==> config.mk <==
export PLATFORM = sky130hd
export DESIGN_NAME = hazard_forward_ctrl
export DESIGN_NICKNAME = d
export VERILOG_FILES = /design/src/rtl/hazard_forward_ctrl.sv
export SDC_FILE = /design/constraint.sdc
export NUM_CORES = 1
export LEC_CHECK = 0
export CAP_MARGIN = 20
export CELL_PAD_IN_SITES_DETAIL_PLACEMENT = 0
export CELL_PAD_IN_SITES_GLOBAL_PLACEMENT = 1
export CORE_MARGIN = 5
export CORE_UTILIZATION = 40
export DETAILED_ROUTE_END_ITERATION = 6
export GPL_ROUTABILITY_DRIVEN = 0
export PLACE_DENSITY_LB_ADDON = 0.1
export SLEW_MARGIN = 20
export SYNTH_ARGS = -nofsm -noshare
export SYNTH_HDL_FRONTEND = slang
export SYNTH_SLANG_ARGS = --single-unit
==> constraint.sdc <==
create_clock -name clk -period 2.4 [get_ports clk]
set_input_delay 0.48 -clock clk [delete_from_list [all_inputs] [get_ports clk]]
set_output_delay 0.48 -clock clk [all_outputs]
set_load 0.05 [all_outputs]
==> src/rtl/hazard_forward_ctrl.sv <==
// Load-use hazard detection and EX operand forwarding for a 5-stage core.
// Ports: id_* describe the ID instruction; fwd_*_sel, stall, ex_bubble, stall_count out.
module hazard_forward_ctrl #(
  parameter int REG_AW = 5,
  parameter int CNT_W  = 16
) (
  input  logic              clk,
  input  logic              rst_n,
  input  logic              id_valid,
  input  logic [REG_AW-1:0] id_rs,
  input  logic [REG_AW-1:0] id_rt,
  input  logic              id_use_rs,
  input  logic              id_use_rt,
  input  logic [REG_AW-1:0] id_dst,
  input  logic              id_reg_write,
  input  logic              id_mem_read,
  input  logic              flush,
  output logic [1:0]        fwd_a_sel,
  output logic [1:0]        fwd_b_sel,
  output logic              stall,
  output logic              ex_bubble,
  output logic [CNT_W-1:0]  stall_count
);

  typedef struct packed {
    logic [REG_AW-1:0] dst;
    logic              wr;
    logic              load;
  } stg_t;

  stg_t              ex_q;
  stg_t              mem_q;
  stg_t              wb_q;
  logic [REG_AW-1:0] ex_rs;
  logic [REG_AW-1:0] ex_rt;
  logic              ex_use_rs;
  logic              ex_use_rt;

  logic              kill;
  logic              hit_rs;
  logic              hit_rt;

  function automatic logic [1:0] sel_for(
    input logic              use_r,
    input logic [REG_AW-1:0] r,
    input stg_t              m,
    input stg_t              w
  );
    logic [1:0] s;
    s = 2'b00;
    if (use_r && r != '0) begin
      // Youngest producer wins: MEM is checked before WB.
      if (m.wr && m.dst == r)
        s = 2'b01;
      else if (w.wr && w.dst == r)
        s = w.load ? 2'b11 : 2'b10;
    end
    return s;
  endfunction

  always_comb begin
    fwd_a_sel = sel_for(ex_use_rs, ex_rs, mem_q, wb_q);
    fwd_b_sel = sel_for(ex_use_rt, ex_rt, mem_q, wb_q);
  end

  assign hit_rs = id_use_rs && (id_rs == ex_q.dst);
  assign hit_rt = id_use_rt && (id_rt == ex_q.dst);

  // A squashed ID instruction can never cause a stall.
  assign stall = id_valid & ~flush
               & ex_q.load & ex_q.wr & (|ex_q.dst)
               & (hit_rs | hit_rt);

  assign kill      = stall | flush | ~id_valid;
  assign ex_bubble = ~(ex_q.wr | ex_use_rs | ex_use_rt);

  always_ff @(posedge clk or negedge rst_n) begin
    if (!rst_n) begin
      ex_q      <= '0;
      mem_q     <= '0;
      wb_q      <= '0;
      ex_rs     <= '0;
      ex_rt     <= '0;
      ex_use_rs <= 1'b0;
      ex_use_rt <= 1'b0;
    end else begin
      wb_q  <= mem_q;
      mem_q <= ex_q;
      if (kill) begin
        ex_q      <= '0;
        ex_rs     <= '0;
        ex_rt     <= '0;
        ex_use_rs <= 1'b0;
        ex_use_rt <= 1'b0;
      end else begin
        ex_q.dst  <= id_dst;
        ex_q.wr   <= id_reg_write;
        ex_q.load <= id_mem_read;
        ex_rs     <= id_rs;
        ex_rt     <= id_rt;
        ex_use_rs <= id_use_rs;
        ex_use_rt <= id_use_rt;
      end
    end
  end

  always_ff @(posedge clk or negedge rst_n) begin
    if (!rst_n)
      stall_count <= '0;
    else if (stall && !(&stall_count))
      stall_count <= stall_count + CNT_W'(1);
  end

endmodule

==> reports/summary.txt, run 1 <==
Status - complete, no violations
Worst min path class - primary input to asynchronous set/reset pin
P per Cell Area - 494.8 nW/um^2
CP Capture Type - output port
Slew Limit Fails - 0
CTS H-tree depth - 2
GR Util met1 - 20.47%
Average size of a mapped cell - 11.94 um^2
Clk_lat worst skew - 0.30 ns
Buffers on Ports - 44
Rel. slew slack - 60.15%
Register area share after synthesis - 54.90%
R2R depth - 8
I/O pin total - 45
Crit path DAT - 1.88 ns
Die Wd - 84.72 um
Post-layout instance area - 3039 um^2
Max Fclk - 0.4241 GHz
Initial antenna violation count - 0
Fill cells - 496
Post-synthesis async set-or-reset flop share - 100.0%
Die span in y - 84.72 um
TritonCTS clock tree - built
Yosys reg bits - 49
Placed cell area - 2795 um^2
Worst clock skew - 0.009555 ns
Startpoint types - flop
Area contributors post-synth - dfrtp_1, xnor2_1, xor2_1
DRC errors left - 0
Total core area - 5473 um^2
Unrepaired setup endpoints after global routing - true
Worst-case clock buffer depth - 2
Clock Sinks - 49
First-pass GRT wire length - 8459 um
Clock transition at path regs - 0.09 ns
Inserted Clock Buffers - 5
Final Cycle Share - 98.24%
Peak supply drop - 0.0002932 V
Full die area - 7177 um^2
Synth area leader - dfrtp_1
Layout Nets - 276
Vias - 1,623
Wire length per cell - 15.59 um
Synthesized net count - 211
Reg2Reg Setup Slack - 0.19 ns
WP data required - 1.92 ns
Via-per-instance ratio - 4.994
Post-Synthesis Cells - 187
Maximum fanout along the worst path - 3
Reg2Reg Capture Point - stall_count[1]
Yosys top cell area share - 54.90%
Starting Density - 40.81%
Iteration-0 DRC Markers - 148
Final Core Density - 55.53%
Reg2reg start - ex_q[5]
Met2 Track Usage GR - 22.56%
Row count - 27
Largest net degree at the start of global routing - 50
Initial DRT Pass Iterations - 4
Total of max-cap violations - 0
EDFF count, synth - 0
Vias in the first global route - 1,707
Total Routed Length - 5067 um
Post-CTS Hold Fix Bufs - 0
# diodes - 0
Count of antenna-violating nets left after detailed routing - 0
Top flip-flop cell by instance count after synthesis - dfrtp_1
Synthesized area - 2233 um^2
Final min period - 2.358 ns
Crit-path cells - or4_1, o21ai_1, buf_4, nand2b_1, o31ai_2, buf_6
Actual slew at the worst max-slew pin - 0.5978 ns
Slowest stage cell, crit path - or4_1
Gr busiest metal - met2
Final setup violation count - 0
HPWL Detailed - 3716 um
Yosys warns - 0
Area added between synthesis and finish - 36.08%
Max incr delay on CP - 0.52 ns
Met3 global-route usage - 4.514%
Layout cell share with drive strength beyond 1 - 26.88%
Global Route Usage Sum - 14.99%
Overflow after GRT - 0
Leakage - 1.390 nW
Endpoints failing hold - 0
CTS root buf - clkbuf_8
Setup CP Type - flop to output port
Synth cell types - 29
## stage by stage
step / std cells / worst slack [ns] / power [mW] / hold slack (ns) / TNS, ns
after floorplan: 187 / 0.2075 / 0.9512 / 0.1844 / 0
after global placement: 305 / 0.1210 / 1.027 / 0.3404 / 0
after detailed placement: 305 / 0.1045 / 1.031 / 0.3497 / 0
after CTS: 321 / 0.001136 / 1.513 / 0.2867 / 0
after global routing: 325 / -0.05563 / 1.582 / 0.3179 / -0.1343
final: 325 / 0.04229 / 1.504 / 0.2594 / 0
## Yosys cell counts, types with 2 or more instances
master    count
dfrtp_1      49
xnor2_1      29
and2_2       18
xor2_1       16
nand4_1      14
and3_1        9
nand3_1       8
nand2_1       6
nor4_1        6
and2_1        3
nor2_1        3
nor3_1        3
or4_1         3
buf_2         2
nand2b_1      2
o21ai_0       2
o31ai_1       2
## worst max-delay path, delay by kind of cell, from the launching register on
kind	cells	cell delay, ns
AND/OR/NAND/NOR	2	0.64
flip-flops	1	0.44
AO/OA/AOI/OAI	2	0.20
buffers and inverters	2	0.29
## layout by cell type (no fill, tap or decap), types with 2 or more instances in the layout
cell type / instances
nor4_2: 2
clkbuf_8: 5
or4_4: 2
nor4_1: 4
dfrtp_1: 48
nand3_1: 8
buf_4: 17
clkdlybuf4s50_1: 37
o31ai_2: 2
xnor2_1: 29
nor3_2: 2
nand2_1: 6
xor2_1: 16
clkinv_2: 2
and2_1: 3
and2_2: 17
nand4_1: 14
nor2_1: 3
buf_6: 4
and3_1: 8
## kinds of logic after synthesis
kind of cell	after synthesis	share of synthesized area (%)
xor gates and xnor gates	45	17.65
AOI/OAI and AO/OA	8	3.473
buffers and inverters	5	1.288
DFF	49	54.90
adders and majority gates	1	0.5601
muxes	1	0.5042
and+or+nand+nor	78	21.62
## layout make-up
type                       count  area (um^2)  area share (%)
multi-input combinational    133         1047           34.46
sequential                    49         1227           40.39
tap                           72        90.09           2.964
timing repair buffer          61        580.6           19.10
clock inverter                 3        17.52          0.5764
inverter                       2        7.507          0.2470
clock buffer                   5        68.82           2.264
## layer usage
metal,wire length (um),vias up
met5,0,-
met4,89,0
met3,248,6
met2,2455,41
met1,2274,797
li1,-,779
## sequential cells by signal, summed over array words and instances, names as in the netlist
name and cells:
ex_use_rt 1, wb_q 7, ex_q 7, ex_rs 5, mem_q 7, stall_count 16
ex_rt 5, ex_use_rs 1
## report_power, final
group | total [mW] | switching (mW) | internal [mW] | leakage (nW)
Combinational | 0.165 | 0.0742 | 0.0911 | 0.680
Clock | 0.471 | 0.269 | 0.201 | 0.0439
Sequential | 0.868 | 0.0217 | 0.846 | 0.666
Total | 1.50 | 0.365 | 1.14 | 1.39
## worst max-delay path by stage
| stage | start | endpoint | cells after the start | slack [ns] |
|---|---|---|---|---|
| after floorplan | ex_rt[2] | fwd_b_sel[0] | 4 | 0.21 |
| after global placement | id_rt[3] | stall | 6 | 0.12 |
| after detailed placement | id_rt[3] | stall | 6 | 0.10 |
| after CTS | ex_rt[2] | fwd_b_sel[0] | 6 | 0.001 |
| after global routing | ex_rt[2] | fwd_b_sel[1] | 7 | -0.06 |
| final | ex_rs[2] | fwd_a_sel[0] | 6 | 0.04 |
## timing repair
action,in CTS,in global routing
buffers inserted,8,4
pin swaps,1,8
resized for setup,6,11
endpoints found under the setup margin,3,5
No activity file was read; power rests on OpenSTA's default activity.
==> run 2, diff against run 1 <==
CORE_MARGIN = default   (was 5)
==> reports/summary.txt, run 2 (same netlist as run 1, synthesis figures left out) <==
# diodes - 0 (unchanged)
CP startpoint - ex_rt[2]
TritonCTS clock tree - built
Reg2Reg Capture Point - stall_count[1]
Commonest non-fill, non-tap cell in the layout - dfrtp_1
Total Routed Length - 4806 um (-5.2%)
Clock transition at path regs - 0.09 ns (about the same)
Clk pwr share - 39.6% (+8.3 points)
Status - complete, no violations
Overflow after GRT - 0 (unchanged)
Die Wd - 76.72 um (-9.4%)
CP Capture Type - output port
DRC errors left - 0 (unchanged)
Initial DRT Pass Iterations - 4 (unchanged)
Total core area - 5238 um^2 (-4.3%)
Post-Place Worst Slack - 0.1072 ns (+0.002748 ns)
Most flop-heavy register - stall_count
Endpoints failing hold - 0 (unchanged)
Worst clock skew - 0.004524 ns (-0.005031 ns)
Rel. slew slack - 66.56% (+6.4 points)
Total of max-cap violations - 0 (unchanged)
Via-per-instance ratio - 4.969 (-0.49%)
Final min period - 2.330 ns (-0.02783 ns)
Largest net degree at the start of global routing - 27 (-46%)
Full die area - 5886 um^2 (-18%)
Actual slew at the worst max-slew pin - 0.5001 ns (-0.09766 ns)
Final setup margin - 0.07012 ns (+0.02783 ns)
Max reg flops - 16 (unchanged)
WP data required - 1.92 ns (about the same)
I/O pin total - 45 (unchanged)
Peak supply drop - 0.0003946 V (+35%)
Sequential fraction of design power - 50.8% (-6.9 points)
Area added between synthesis and finish - 37.93%
Reg2reg start - ex_q[5]
Buffers on Ports - 44 (unchanged)
Layout cell share with drive strength beyond 1 - 25.88% (-1.0 points)
Vias in the first global route - 1,649 (-3.4%)
Wire length per cell - 14.79 um (-5.2%)
Setup CP Type - flop to output port
Worst-case clock buffer depth - 2 (unchanged)
Initial antenna violation count - 0 (unchanged)
P per Cell Area - 554.6 nW/um^2 (+12%)
Count of antenna-violating nets left after detailed routing - 0 (unchanged)
First-pass GRT wire length - 8024 um (-5.1%)
Setup TNS - 0 ns (unchanged)
Inserted Clock Buffers - 5 (unchanged)
Placed cell area - 2808 um^2 (+0.45%)
Sw frac - 20.90% (-3.4 points)
Vias - 1,615 (-0.49%)
Setup crit end - fwd_b_sel[0]
Unrepaired setup endpoints after global routing - true
CTS root buf - clkbuf_8
Clk_lat worst skew - 0.29 ns (about the same)
Post-layout instance area - 3080 um^2 (+1.4%)
HPWL Detailed - 3619 um (-2.6%)
Worst min path class - flop to flop
Layout Nets - 278 (+0.72%)
Global Route Usage Sum - 17.72% (+2.7 points)
Internal power - 1.351 mW (+19%)
Clock Sinks - 49 (unchanged)
Slew Limit Fails - 0 (unchanged)
Starting Density - 42.64% (+1.8 points)
Final Cycle Share - 97.08% (-1.2 points)
Logic pwr share - 9.6% (-1.4 points)
Max Fclk - 0.4292 GHz (+1.2%)
Iteration-0 DRC Markers - 29 (-80%)
Final setup violation count - 0 (unchanged)
Die span in y - 76.72 um (-9.4%)
R2R depth - 7 (-1)
Startpoint types - flop
CTS H-tree depth - 2 (unchanged)
Reg2Reg Setup Slack - 0.28 ns (+0.09 ns)
Maximum fanout along the worst path - 3 (unchanged)
Most frequent cells in the layout - dfrtp_1, clkdlybuf4s50_1, xnor2_1
Row count - 26 (-3.7%)
Psw - 0.3570 mW (-2.2%)
Crit path DAT - 1.85 ns (-0.03 ns)
Leakage - 1.420 nW (+2.2%)
run 2: cell types whose count changed in the layout (fill, tap and decap cells not counted), sizes merged:
cell and change:
buf +1, clkinv -1, bufinv +2, dlygate4sd3 +1, clkinvlp -1
run 2: power by group through the flow:
stage | Combinational (mW) | Sequential, mW | Clock, mW
2_1_floorplan | 0.0718 | 0.879 | 0
3_3_place_gp | 0.143 | 0.885 | 0
3_5_place_dp | 0.146 | 0.886 | 0
4_1_cts | 0.157 | 0.868 | 0.694
5_1_grt | 0.179 | 0.871 | 0.741
6_report | 0.164 | 0.868 | 0.676
run 2: critical path, cell delays in order, from the launching register on:
cell and delay [ns]:
dfrtp_1 0.42, or4_4 0.53, o21ai_2 0.12, buf_4 0.13, nand2b_1 0.12, o31ai_2 0.06, buf_4 0.19
run 2: how the worst min path moves through the flow:
stage | startpoint | end | slack (ns) | depth (start not counted)
after global routing | mem_q[0] | wb_q[0] | 0.36 | 0
after detailed placement | rst_n | ex_rt[3] | 0.30 | 1
final | mem_q[0] | wb_q[0] | 0.36 | 0
after global placement | rst_n | ex_rt[3] | 0.29 | 1
after CTS | mem_q[0] | wb_q[0] | 0.36 | 0
after floorplan | rst_n | ex_q[0] | 0.18 | 0
run 2: per-stage QoR:
stage	power [mW]	cells	utilization, %	hold WS (ns)
3_3_place_gp	1.029	305	53.61	0.2899
4_1_cts	1.719	319	57.41	0.3569
2_1_floorplan	0.9512	187	-	0.1844
3_5_place_dp	1.032	305	53.61	0.2964
6_report	1.708	325	58.82	0.3567
5_1_grt	1.791	325	58.82	0.3584
run 2: per-layer routing:
| metal | up-vias | track usage, % | share of wire, % |
|---|---|---|---|
| met2 | 50 | 26.70 | 47 |
| met3 | 6 | 4.167 | 4.2 |
| met4 | 0 | 6.538 | 1.3 |
| met5 | - | 0 | 0 |
| met1 | 781 | 24.77 | 48 |
| li1 | 778 | - | - |
run 2: timing repair:
action / in CTS / in global routing
hold endpoints to repair: 3 / 0
hold buffers: 1 / 0
gates resized for setup: 6 / 7
setup endpoints to repair: 3 / 4
pin swaps: 2 / 3
buffers inserted: 5 / 6
run 2: area by class of cell:
| type | count | area, um^2 |
|---|---|---|
| inverters | 2 | 7.507 |
| clock buffers | 5 | 68.82 |
| repair buffers | 63 | 594.3 |
| multi-input cells | 133 | 1030 |
| clock inverters | 3 | 65.06 |
| well taps | 70 | 87.58 |
| fillers | 461 | 2157 |
| flip-flops and latches | 49 | 1227 |
